### config.mk
export PLATFORM = sky130hd
export DESIGN_NAME = regfile_wb_arbiter_flat
export DESIGN_NICKNAME = d
export VERILOG_FILES = /design/src/rtl/cpu_pkg.sv /design/src/rtl/regfile_wb_arbiter_if.sv /design/src/rtl/wb_stage_reg.sv /design/src/rtl/regfile_wb_arbiter.sv /design/src/flat_wrapper.sv
export SDC_FILE = /design/constraint.sdc
export NUM_CORES = 1
export LEC_CHECK = 0
export ABC_CLOCK_PERIOD_IN_PS = 2850
export CAP_MARGIN = 20
export CORE_ASPECT_RATIO = 0.9
export CORE_MARGIN = 3
export CORE_UTILIZATION = 40
export DETAILED_ROUTE_END_ITERATION = 12
export GPL_ROUTABILITY_DRIVEN = 0
export PLACE_DENSITY = 0.92
export SLEW_MARGIN = 0
export SYNTH_ARGS = -nofsm -noshare
export SYNTH_HDL_FRONTEND = slang
export SYNTH_HIERARCHICAL = 1
export SYNTH_SLANG_ARGS = --single-unit
### constraint.sdc
create_clock -name clk -period 2.85 [get_ports clk]
set_input_delay 0.57 -clock clk [delete_from_list [all_inputs] [get_ports clk]]
set_output_delay 0.57 -clock clk [all_outputs]
set_load 0.005 [all_outputs]
### src/rtl/cpu_pkg.sv
// Shared CPU definitions: register-index width, datapath width and the
// writeback arbiter state encoding.
package cpu_pkg;

   localparam int REG_IDX_W = 5;
   localparam int XLEN      = 32;

   typedef enum logic [0:0] {
      NORMAL = 1'b0,
      FORCE1 = 1'b1
   } arb_state_e;

   // $0 is hardwired zero, so only non-zero indices really write or bypass
   function automatic logic writes_reg(input logic [REG_IDX_W-1:0] idx);
      return (idx != {REG_IDX_W{1'b0}});
   endfunction

endpackage

### src/rtl/regfile_wb_arbiter_if.sv
// Writeback arbiter bus: two request channels, register-file write port,
// and the bypass read-address/forward-data pairs.
interface regfile_wb_arbiter_if;
   import cpu_pkg::*;

   logic                 req0_valid;
   logic [REG_IDX_W-1:0] req0_addr;
   logic [XLEN-1:0]      req0_data;
   logic                 req0_ready;
   logic                 req1_valid;
   logic [REG_IDX_W-1:0] req1_addr;
   logic [XLEN-1:0]      req1_data;
   logic                 req1_ready;
   logic                 wb_en;
   logic [REG_IDX_W-1:0] wb_addr;
   logic [XLEN-1:0]      wb_data;
   logic [REG_IDX_W-1:0] rd_addr_0;
   logic [REG_IDX_W-1:0] rd_addr_1;
   logic                 fwd_hit_0;
   logic [XLEN-1:0]      fwd_data_0;
   logic                 fwd_hit_1;
   logic [XLEN-1:0]      fwd_data_1;

   modport master (
      output req0_valid, req0_addr, req0_data,
      output req1_valid, req1_addr, req1_data,
      output rd_addr_0, rd_addr_1,
      input  req0_ready, req1_ready,
      input  wb_en, wb_addr, wb_data,
      input  fwd_hit_0, fwd_data_0, fwd_hit_1, fwd_data_1
   );

   modport slave (
      input  req0_valid, req0_addr, req0_data,
      input  req1_valid, req1_addr, req1_data,
      input  rd_addr_0, rd_addr_1,
      output req0_ready, req1_ready,
      output wb_en, wb_addr, wb_data,
      output fwd_hit_0, fwd_data_0, fwd_hit_1, fwd_data_1
   );

endinterface

### src/rtl/wb_stage_reg.sv
// Single-entry writeback stage: holds the accepted write for one cycle and
// compares it against the two read ports for bypass.
module wb_stage_reg
   import cpu_pkg::*;
(
   input  logic                 clk,
   input  logic                 rst_n,
   input  logic                 load_en,
   input  logic [REG_IDX_W-1:0] load_addr,
   input  logic [XLEN-1:0]      load_data,
   input  logic [REG_IDX_W-1:0] rd_addr_0,
   input  logic [REG_IDX_W-1:0] rd_addr_1,
   output logic                 wb_en,
   output logic [REG_IDX_W-1:0] wb_addr,
   output logic [XLEN-1:0]      wb_data,
   output logic                 fwd_hit_0,
   output logic [XLEN-1:0]      fwd_data_0,
   output logic                 fwd_hit_1,
   output logic [XLEN-1:0]      fwd_data_1
);

   logic                 wb_en_r;
   logic [REG_IDX_W-1:0] wb_addr_r;
   logic [XLEN-1:0]      wb_data_r;

   // Stage register; a write to $0 is accepted upstream but never enabled here
   always_ff @(posedge clk or negedge rst_n) begin
      if (!rst_n) begin
         wb_en_r   <= 1'b0;
         wb_addr_r <= {REG_IDX_W{1'b0}};
         wb_data_r <= {XLEN{1'b0}};
      end else begin
         wb_en_r <= load_en && writes_reg(load_addr);
         if (load_en) begin
            wb_addr_r <= load_addr;
            wb_data_r <= load_data;
         end
      end
   end

   // Bypass compare against both read ports
   always_comb begin
      fwd_hit_0  = 1'b0;
      fwd_data_0 = {XLEN{1'b0}};
      fwd_hit_1  = 1'b0;
      fwd_data_1 = {XLEN{1'b0}};
      if (wb_en_r && (wb_addr_r == rd_addr_0) && writes_reg(rd_addr_0)) begin
         fwd_hit_0  = 1'b1;
         fwd_data_0 = wb_data_r;
      end else begin
         fwd_hit_0  = 1'b0;
         fwd_data_0 = {XLEN{1'b0}};
      end
      if (wb_en_r && (wb_addr_r == rd_addr_1) && writes_reg(rd_addr_1)) begin
         fwd_hit_1  = 1'b1;
         fwd_data_1 = wb_data_r;
      end else begin
         fwd_hit_1  = 1'b0;
         fwd_data_1 = {XLEN{1'b0}};
      end
   end

   assign wb_en   = wb_en_r;
   assign wb_addr = wb_addr_r;
   assign wb_data = wb_data_r;

endmodule

### src/rtl/regfile_wb_arbiter.sv
// Two-requester register-file writeback arbiter: req0 has priority until req1
// has lost STARVE_LIMIT consecutive cycles, then req1 is forced through once.
module regfile_wb_arbiter
   import cpu_pkg::*;
#(
   parameter int STARVE_LIMIT = 4
) (
   input  logic                 clk,
   input  logic                 rst_n,
   regfile_wb_arbiter_if.slave  bus
);

   localparam int CNT_W = (STARVE_LIMIT < 1) ? 1 : $clog2(STARVE_LIMIT + 1);
   localparam logic [CNT_W-1:0] CNT_MAX = CNT_W'(STARVE_LIMIT);

   arb_state_e           state_r;
   arb_state_e           state_next_s;
   logic [CNT_W-1:0]     cnt_r;
   logic [CNT_W-1:0]     cnt_next_s;
   logic                 gnt0_s;
   logic                 gnt1_s;
   logic                 load_en_s;
   logic [REG_IDX_W-1:0] load_addr_s;
   logic [XLEN-1:0]      load_data_s;

   // Grant decision: depends only on valids, state and reset, never on data
   always_comb begin
      gnt0_s = 1'b0;
      gnt1_s = 1'b0;
      if (!rst_n) begin
         gnt0_s = 1'b0;
         gnt1_s = 1'b0;
      end else begin
         case (state_r)
            NORMAL: begin
               gnt0_s = bus.req0_valid;
               gnt1_s = bus.req1_valid && !bus.req0_valid;
            end
            FORCE1: begin
               gnt1_s = bus.req1_valid;
               gnt0_s = bus.req0_valid && !bus.req1_valid;
            end
            default: begin
               gnt0_s = 1'b0;
               gnt1_s = 1'b0;
            end
         endcase
      end
   end

   assign bus.req0_ready = gnt0_s;
   assign bus.req1_ready = gnt1_s;

   // Starve counter and FSM next state; FORCE1 also exits if req1 withdraws
   always_comb begin
      cnt_next_s   = cnt_r;
      state_next_s = state_r;
      if (gnt1_s || !bus.req1_valid) begin
         cnt_next_s = {CNT_W{1'b0}};
      end else if (cnt_r < CNT_MAX) begin
         cnt_next_s = cnt_r + CNT_W'(1);
      end else begin
         cnt_next_s = cnt_r;
      end
      case (state_r)
         NORMAL: begin
            if (cnt_next_s == CNT_MAX) begin
               state_next_s = FORCE1;
            end else begin
               state_next_s = NORMAL;
            end
         end
         FORCE1: begin
            if (gnt1_s || !bus.req1_valid) begin
               state_next_s = NORMAL;
            end else begin
               state_next_s = FORCE1;
            end
         end
         default: state_next_s = NORMAL;
      endcase
   end

   // FSM state and starve counter registers
   always_ff @(posedge clk or negedge rst_n) begin
      if (!rst_n) begin
         state_r <= NORMAL;
         cnt_r   <= {CNT_W{1'b0}};
      end else begin
         state_r <= state_next_s;
         cnt_r   <= cnt_next_s;
      end
   end

   // Winner's address/data into the stage
   always_comb begin
      load_en_s   = gnt0_s || gnt1_s;
      load_addr_s = bus.req0_addr;
      load_data_s = bus.req0_data;
      if (gnt1_s) begin
         load_addr_s = bus.req1_addr;
         load_data_s = bus.req1_data;
      end else begin
         load_addr_s = bus.req0_addr;
         load_data_s = bus.req0_data;
      end
   end

   wb_stage_reg u_stage (
      .clk        (clk),
      .rst_n      (rst_n),
      .load_en    (load_en_s),
      .load_addr  (load_addr_s),
      .load_data  (load_data_s),
      .rd_addr_0  (bus.rd_addr_0),
      .rd_addr_1  (bus.rd_addr_1),
      .wb_en      (bus.wb_en),
      .wb_addr    (bus.wb_addr),
      .wb_data    (bus.wb_data),
      .fwd_hit_0  (bus.fwd_hit_0),
      .fwd_data_0 (bus.fwd_data_0),
      .fwd_hit_1  (bus.fwd_hit_1),
      .fwd_data_1 (bus.fwd_data_1)
   );

endmodule

### src/flat_wrapper.sv
// flat-port wrapper written by rule: the top's interface ports become plain ports
module regfile_wb_arbiter_flat import cpu_pkg::*;
#(
   parameter int STARVE_LIMIT = 4
)
  (clk, rst_n, bus_req0_valid, bus_req0_addr, bus_req0_data, bus_req1_valid, bus_req1_addr, bus_req1_data, bus_rd_addr_0, bus_rd_addr_1, bus_req0_ready, bus_req1_ready, bus_wb_en, bus_wb_addr, bus_wb_data, bus_fwd_hit_0, bus_fwd_data_0, bus_fwd_hit_1, bus_fwd_data_1);
  regfile_wb_arbiter_if bus_i ();
  input  logic clk;
  input  logic rst_n;
  input wire logic [$bits(bus_i.req0_valid)-1:0] bus_req0_valid;
  input wire logic [$bits(bus_i.req0_addr)-1:0] bus_req0_addr;
  input wire logic [$bits(bus_i.req0_data)-1:0] bus_req0_data;
  input wire logic [$bits(bus_i.req1_valid)-1:0] bus_req1_valid;
  input wire logic [$bits(bus_i.req1_addr)-1:0] bus_req1_addr;
  input wire logic [$bits(bus_i.req1_data)-1:0] bus_req1_data;
  input wire logic [$bits(bus_i.rd_addr_0)-1:0] bus_rd_addr_0;
  input wire logic [$bits(bus_i.rd_addr_1)-1:0] bus_rd_addr_1;
  output wire logic [$bits(bus_i.req0_ready)-1:0] bus_req0_ready;
  output wire logic [$bits(bus_i.req1_ready)-1:0] bus_req1_ready;
  output wire logic [$bits(bus_i.wb_en)-1:0] bus_wb_en;
  output wire logic [$bits(bus_i.wb_addr)-1:0] bus_wb_addr;
  output wire logic [$bits(bus_i.wb_data)-1:0] bus_wb_data;
  output wire logic [$bits(bus_i.fwd_hit_0)-1:0] bus_fwd_hit_0;
  output wire logic [$bits(bus_i.fwd_data_0)-1:0] bus_fwd_data_0;
  output wire logic [$bits(bus_i.fwd_hit_1)-1:0] bus_fwd_hit_1;
  output wire logic [$bits(bus_i.fwd_data_1)-1:0] bus_fwd_data_1;
  assign bus_i.req0_valid = bus_req0_valid;
  assign bus_i.req0_addr = bus_req0_addr;
  assign bus_i.req0_data = bus_req0_data;
  assign bus_i.req1_valid = bus_req1_valid;
  assign bus_i.req1_addr = bus_req1_addr;
  assign bus_i.req1_data = bus_req1_data;
  assign bus_i.rd_addr_0 = bus_rd_addr_0;
  assign bus_i.rd_addr_1 = bus_rd_addr_1;
  assign bus_req0_ready = bus_i.req0_ready;
  assign bus_req1_ready = bus_i.req1_ready;
  assign bus_wb_en = bus_i.wb_en;
  assign bus_wb_addr = bus_i.wb_addr;
  assign bus_wb_data = bus_i.wb_data;
  assign bus_fwd_hit_0 = bus_i.fwd_hit_0;
  assign bus_fwd_data_0 = bus_i.fwd_data_0;
  assign bus_fwd_hit_1 = bus_i.fwd_hit_1;
  assign bus_fwd_data_1 = bus_i.fwd_data_1;
  regfile_wb_arbiter #(.STARVE_LIMIT(STARVE_LIMIT)) u_core (.clk(clk), .rst_n(rst_n), .bus(bus_i));
endmodule
==> impl_metrics.csv, run 1 <==
group,metric,value,unit
outcome,outcome,"complete, no violations",
sta,finalHoldViolCount,0,
floorplan,die_area,8900,sq um
setup_path,critPathRequiredTime,2280,ps
sta,worstMarginPinSlew,379,ps
job,maxCapViolations,0,
power,internal-power,1480,uW
place,dpl_worst_slack,-551,ps
cells_and_area,antenna_cells,0,
cts,cts_tree,"done",
sta,timing.final.ws_setup,24.3,ps
cts,clk_pin_slew,80,ps
sta,skew,4.08,ps
setup_path,r2r_start,"u_core/state_r",
cts,clockBufferDepth,2,
cells_and_area,drive_gt1_share,39.1,%
grt,grt_use_total,24.2,%
cts,cts_sinks,42,
setup_path,worstPathArrival,2260,ps
detailed_routing,vias,3012,
cells_and_area,final_core_util,76.8,%
floorplan,start_util,42.8,%
cells_and_area,layout_common_cells,"clkdlybuf4s50_1 (125), dlygate4sd2_1 (58), nor4b_2 (48)",
logic_synthesis,ys_types,29,
place,dpl.hpwl,8290,microns
setup_path,reg2reg_depth,5,
cts,numCtsBuffers,5,
logic_synthesis,synth_top_flop_cell,"dfrtp_1",
detailed_routing,post_drt_wl_per_cell,20.8,microns
power,p_per_area,376,nW/um^2
grt,grt_pass1_wl,17400,microns
cts,clk_latency,290,ps
setup_path,crit_type,"in2out",
sta,slew_headroom,74.8,%
grt,grt_pass1_vias,3250,
detailed_routing,dr.first_iter.drc_count,64,
detailed_routing,routed_via_density,5.52,
sta,post-route-period-util,99.1,%
place,dpl_cell_area,5230,sq um
sta,rsz0062_at_grt,"true",
place,portBuffers,193,
cells_and_area,postLayoutCellArea,5600,sq um
detailed_routing,drt_first_pass_iters,4,
logic_synthesis,yosysWarnings,6,
logic_synthesis,synth_area_leaders,"dfrtp_1 (34%), mux2_4 (18%), nor4b_1 (14%)",
floorplan,dieWidth,99.1,microns
setup_path,worst-r2r-setup-slack,850,ps
worst_hold_path,hold_class,"in2async",
power,ir_drop,0.277,mV
cells_and_area,fill_cells,485,
setup_path,cp_max_fo,10,
floorplan,coreArea,7290,sq um
detailed_routing,ant_nets,0,
logic_synthesis,synth-edff-count,0,
cells_and_area,fin_nets,541,
power,switchingPower,620,uW
setup_path,cp-end-kind,"output pin",
sta,finalMaxSlewViolations,0,
logic_synthesis,synth-seq-cells,42,
floorplan,io_pins,194,
grt,grt_start_max_net_pins,30,
setup_path,reg2reg_to,"u_core/u_stage/wb_en",
cells_and_area,final_common_cell,"clkdlybuf4s50_1",
sta,final.setup.tns,0,ps
logic_synthesis,synth_top_area_share,33.7,%
grt,grt.overflow.total,0,
logic_synthesis,seq_area_frac_synth,33.7,%
grt,antenna_found_initial,0,
logic_synthesis,syn_nets,333,
sta,min_period,2830,ps
power,p_leak,0.00245,uW
power,comb_power_share,41.7,%
cts,cts_root_buffer,"clkbuf_8",
power,power,2110,uW
power,clockPowerShare,21.5,%
detailed_routing,finalWirelength,11300,microns
logic_synthesis,syn_area,3120,sq um
sta,max_freq,354,MHz
floorplan,die_y,89.8,microns
detailed_routing,remaining_drc_errors,0,
logic_synthesis,synthesis.instances,244,
cells_and_area,area_delta_synth_final,79.6,%
sta,setup_viol,0,
floorplan,fp-row-count,29,
logic_synthesis,yosys.area.top_type,"dfrtp_1",
logic_synthesis,synthArstFlopShare,100,%
cts,htree_levels,2,
power,switching_share,29.5,%
logic_synthesis,syn_area_per_cell,12.8,sq um
setup_path,cp-start-kind,"primary input",
power,p_seq_share,36.7,%
## state kept, by name, indices dropped and copies added (netlist names)
signal                  count
u_core/cnt_r                3
u_core/u_stage/wb_addr      5
u_core/u_stage/wb_en        1
u_core/u_stage/wb_data     32
u_core/state_r              1
## stage by stage
step | std cells | hold slack [ps]
after floorplan | 244 | 274
after global placement | 528 | 523
after detailed placement | 529 | 545
after CTS | 542 | 253
after global routing | 546 | 259
final | 546 | 257
## critical path: stages
cell and delay, ps:
clkdlybuf4s50_1 500, xnor2_1 150, nand4_1 110, buf_4 180
buf_4 200, nor4b_1 250, dlygate4sd2_1 290
## how the worst max path moves through the flow
stage                     slack, ps             start                   end  depth (start not counted)
after global placement         -540  bus_rd_addr_0[4]         bus_fwd_hit_0                          5
after detailed placement       -550  bus_rd_addr_0[4]    bus_fwd_data_0[31]                          7
after global routing            -90  bus_rd_addr_0[0]    bus_fwd_data_0[20]                          7
final                            20  bus_rd_addr_0[0]     bus_fwd_data_0[2]                          7
after floorplan                 800    bus_req0_valid  u_core/u_stage/wb_en                          6
after CTS                        20  bus_rd_addr_0[1]     bus_fwd_data_0[5]                          7
## kinds of logic (layout without fill, tap and decap cells)
group	Yosys count	in the layout	synth area share (%)
and+or+nand+nor	82	82	25.0
buffers and inverters	27	236	4.97
muxes	75	75	31.5
adders and majority gates	1	1	0.401
DFF	42	42	33.7
AOI/OAI and AO/OA	6	6	1.32
xor gates and xnor gates	11	11	3.09
## power groups by stage
stage	Sequential, uW	Clock, uW	Combinational [uW]
2_1_floorplan	770	0	354
3_3_place_gp	776	0	791
3_5_place_dp	784	0	809
4_1_cts	773	467	833
5_1_grt	788	496	934
6_report	774	453	878
## area by class of cell
cell class	instances	area, sq um	area share [%]
clock buffers	7	76.3	1.36
clock inverters	1	30.0	0.536
inverters	1	3.75	0.0670
multi-input cells	175	2160	38.6
flip-flops and latches	42	1050	18.8
well taps	93	116	2.08
repair buffers	227	2160	38.6
## routing by layer
metal	up-vias	track usage, %	routed length, microns
met5	-	0	0
met4	0	5.35	121
met3	12	6.27	953
met2	146	44.0	5920
met1	1489	28.4	4330
li1	1365	-	-
## what timing repair did
action                     4_1_cts  5_1_grt
pin swaps                        2        2
setup endpoints to repair       66       35
gates cloned                     3        0
buffers inserted                 2        4
gates resized for setup         90       41
hold buffers                     0        0
## synthesized netlist by cell type (2+ instances only)
| cell type | instances |
|---|---|
| and3_1 | 3 |
| buf_2 | 13 |
| buf_4 | 2 |
| buf_6 | 4 |
| clkbuf_1 | 6 |
| dfrtp_1 | 42 |
| mux2_2 | 38 |
| mux2_4 | 37 |
| nand2_1 | 3 |
| nand4_1 | 2 |
| nor3_1 | 2 |
| nor3_4 | 2 |
| nor4b_1 | 50 |
| nor4b_2 | 14 |
| o21a_1 | 2 |
| xnor2_1 | 11 |
(Power assumes the default switching activity.)
==> run 2, diff against run 1 <==
--- a/config.mk
+++ b/config.mk
@@ -9,10 +9,11 @@
 export CAP_MARGIN = 20
 export CORE_ASPECT_RATIO = 0.9
 export CORE_MARGIN = 3
-export CORE_UTILIZATION = 40
+export CORE_UTILIZATION = 30
+export CTS_CLUSTER_SIZE = 25
 export DETAILED_ROUTE_END_ITERATION = 12
 export GPL_ROUTABILITY_DRIVEN = 0
-export PLACE_DENSITY = 0.92
+export PLACE_DENSITY = 0.74
 export SLEW_MARGIN = 0
 export SYNTH_ARGS = -nofsm -noshare
 export SYNTH_HDL_FRONTEND = slang
==> run 2 against run 1 <==
Compared with the run above: fmax rose by 3.5%; critical path type unchanged; largest cell class unchanged; global-route usage fell by 6.0 points; clock skew barely moved; critical endpoint is now bus_fwd_data_1[1].
==> impl_metrics.csv, run 2 (synthesis results as in run 1) <==
group,metric,value,unit
sta,skew,3.69,ps
place,portBuffers,193,
cells_and_area,fin_nets,533,
setup_path,worst-r2r-setup-slack,840,ps
sta,whs,137,ps
cells_and_area,antenna_cells,0,
setup_path,cpLargestDelayFamily,"buffers and inverters",
setup_path,cp-start-kind,"primary input",
setup_path,cp-end-kind,"output pin",
setup_path,cp_max_fo,12,
cts,cts_root_buffer,"clkbuf_16",
floorplan,die_y,103,microns
power,switching_share,28.7,%
cells_and_area,layout_common_cells,"clkdlybuf4s50_1 (123), dlygate4sd2_1 (47), dfrtp_1 (42)",
setup_path,cpMostUsedCell,"buf_4",
detailed_routing,routed_via_density,5.14,
cts,clk_pin_slew,60,ps
power,p_per_area,393,nW/um^2
setup_path,critPathRequiredTime,2280,ps
cells_and_area,fill_cells,867,
cells_and_area,largest_reg_flops,32,
power,p_seq_share,35.9,%
setup_path,r2r_start,"u_core/state_r",
grt,grt.overflow.total,0,
cells_and_area,drive_gt1_share,38.4,%
power,internal-power,1550,uW
grt,antenna_found_initial,0,
detailed_routing,dr.first_iter.drc_count,121,
cts,cts_sinks,42,
setup_path,worstPathCellList,"clkdlybuf4s50_1 -> xnor2_1 -> nand4_1 -> buf_4 -> buf_4 -> nor4b_1 -> dlygate4sd2_1",
cts,clockBufferDepth,2,
cells_and_area,area_delta_synth_final,77.4,%
floorplan,dieWidth,113,microns
power,switchingPower,625,uW
sta,finalMaxSlewViolations,0,
power,ir_drop,0.234,mV
sta,post-route-period-util,95.8,%
power,comb_power_share,38.5,%
power,p_leak,0.00245,uW
sta,min_period,2730,ps
grt,grt_pass1_vias,3042,
setup_path,cpPeakStageDelay,470,ps
cts,clk_latency,280,ps
sta,max_freq,366,MHz
cts,holdBufCountCts,0,
setup_path,slowest_stage,"clkdlybuf4s50_1",
place,dp_cells,558,
sta,slew_headroom,66.4,%
grt,grt_pass1_wl,16600,microns
setup_path,path_depth,7,
detailed_routing,finalWirelength,11100,microns
floorplan,die_area,11700,sq um
cts,numCtsBuffers,5,
setup_path,reg2reg_to,"u_core/u_stage/wb_en",
floorplan,fp-row-count,34,
grt,grt_start_max_net_pins,39,
grt,grt_use_total,18.2,%
cells_and_area,final_common_cell,"clkdlybuf4s50_1",
sta,final.setup.tns,0,ps
sta,rsz0062_at_grt,"true",
power,clockPowerShare,25.6,%
detailed_routing,ant_nets,0,
setup_path,reg2reg_depth,5,
floorplan,start_util,31.5,%
detailed_routing,vias,2923,
sta,finalHoldViolCount,0,
cells_and_area,finalNonFillerCells,569,
job,maxCapViolations,0,
cts,cts_tree,"done",
floorplan,coreArea,9910,sq um
sta,worstMarginPinSlew,504,ps
cts,htree_levels,2,
setup_path,cp-endpoint,"bus_fwd_data_1[1]",
worst_hold_path,hold_class,"in2async",
setup_path,crit_type,"in2out",
detailed_routing,post_drt_wl_per_cell,19.5,microns
floorplan,io_pins,194,
sta,setup_viol,0,
cells_and_area,seq_area,1050,sq um
place,dpl.hpwl,8290,microns
setup_path,startpoint,"bus_rd_addr_1[1]",
detailed_routing,remaining_drc_errors,0,
setup_path,worstPathArrival,2160,ps
setup_path,critical_path_buf_inv_count,4,
outcome,outcome,"complete, no violations",
detailed_routing,drt_first_pass_iters,4,
cells_and_area,multi_input_area,2090,sq um
==> run 2: worst min path at each step <==
stage | start | endpoint | slack (ps) | depth (start not counted)
final | rst_n | u_core/cnt_r[1] | 140 | 1
after global placement | rst_n | u_core/cnt_r[1] | 430 | 1
after CTS | rst_n | u_core/cnt_r[0] | 130 | 1
after floorplan | rst_n | u_core/cnt_r[0] | 270 | 0
after detailed placement | rst_n | u_core/cnt_r[0] | 430 | 1
after global routing | rst_n | u_core/cnt_r[1] | 140 | 1
==> run 2: area by class of cell <==
type,count,share of cell area [%]
well taps,126,2.85
flip-flops and latches,42,19.0
multi-input cells,175,37.8
inverters,1,0.0678
clock buffers,6,2.51
repair buffers,219,37.8
==> run 2: power groups by stage <==
stage / Combinational (uW) / Sequential (uW) / Clock [uW]
floorplan: 354 / 770 / 0
global placement: 775 / 786 / 0
detailed placement: 789 / 790 / 0
CTS: 824 / 781 / 574
global route: 892 / 796 / 599
finish: 837 / 781 / 556
==> run 2: metal layers <==
metal	wire length (microns)	global-route usage, %
met4	95	3.42
met3	658	3.87
met1	4550	22.3
met2	5790	33.5
met5	0	0
==> run 2: stage by stage <==
step,cell area [sq um],utilization [%],setup WS [ps],total power (uW)
global placement,5250,53.0,-228,1560
finish,5530,55.8,119,2170
floorplan,3120,-,802,1120
CTS,5480,55.3,-133,2180
detailed placement,5250,53.0,-285,1580
global route,5530,55.8,-0.872,2290
==> run 2: what timing repair did <==
action,4_1_cts,5_1_grt
setup buffers,3,0
resized for setup,104,44
setup endpoints to repair,65,26
gates cloned,2,0
pin swaps,1,4
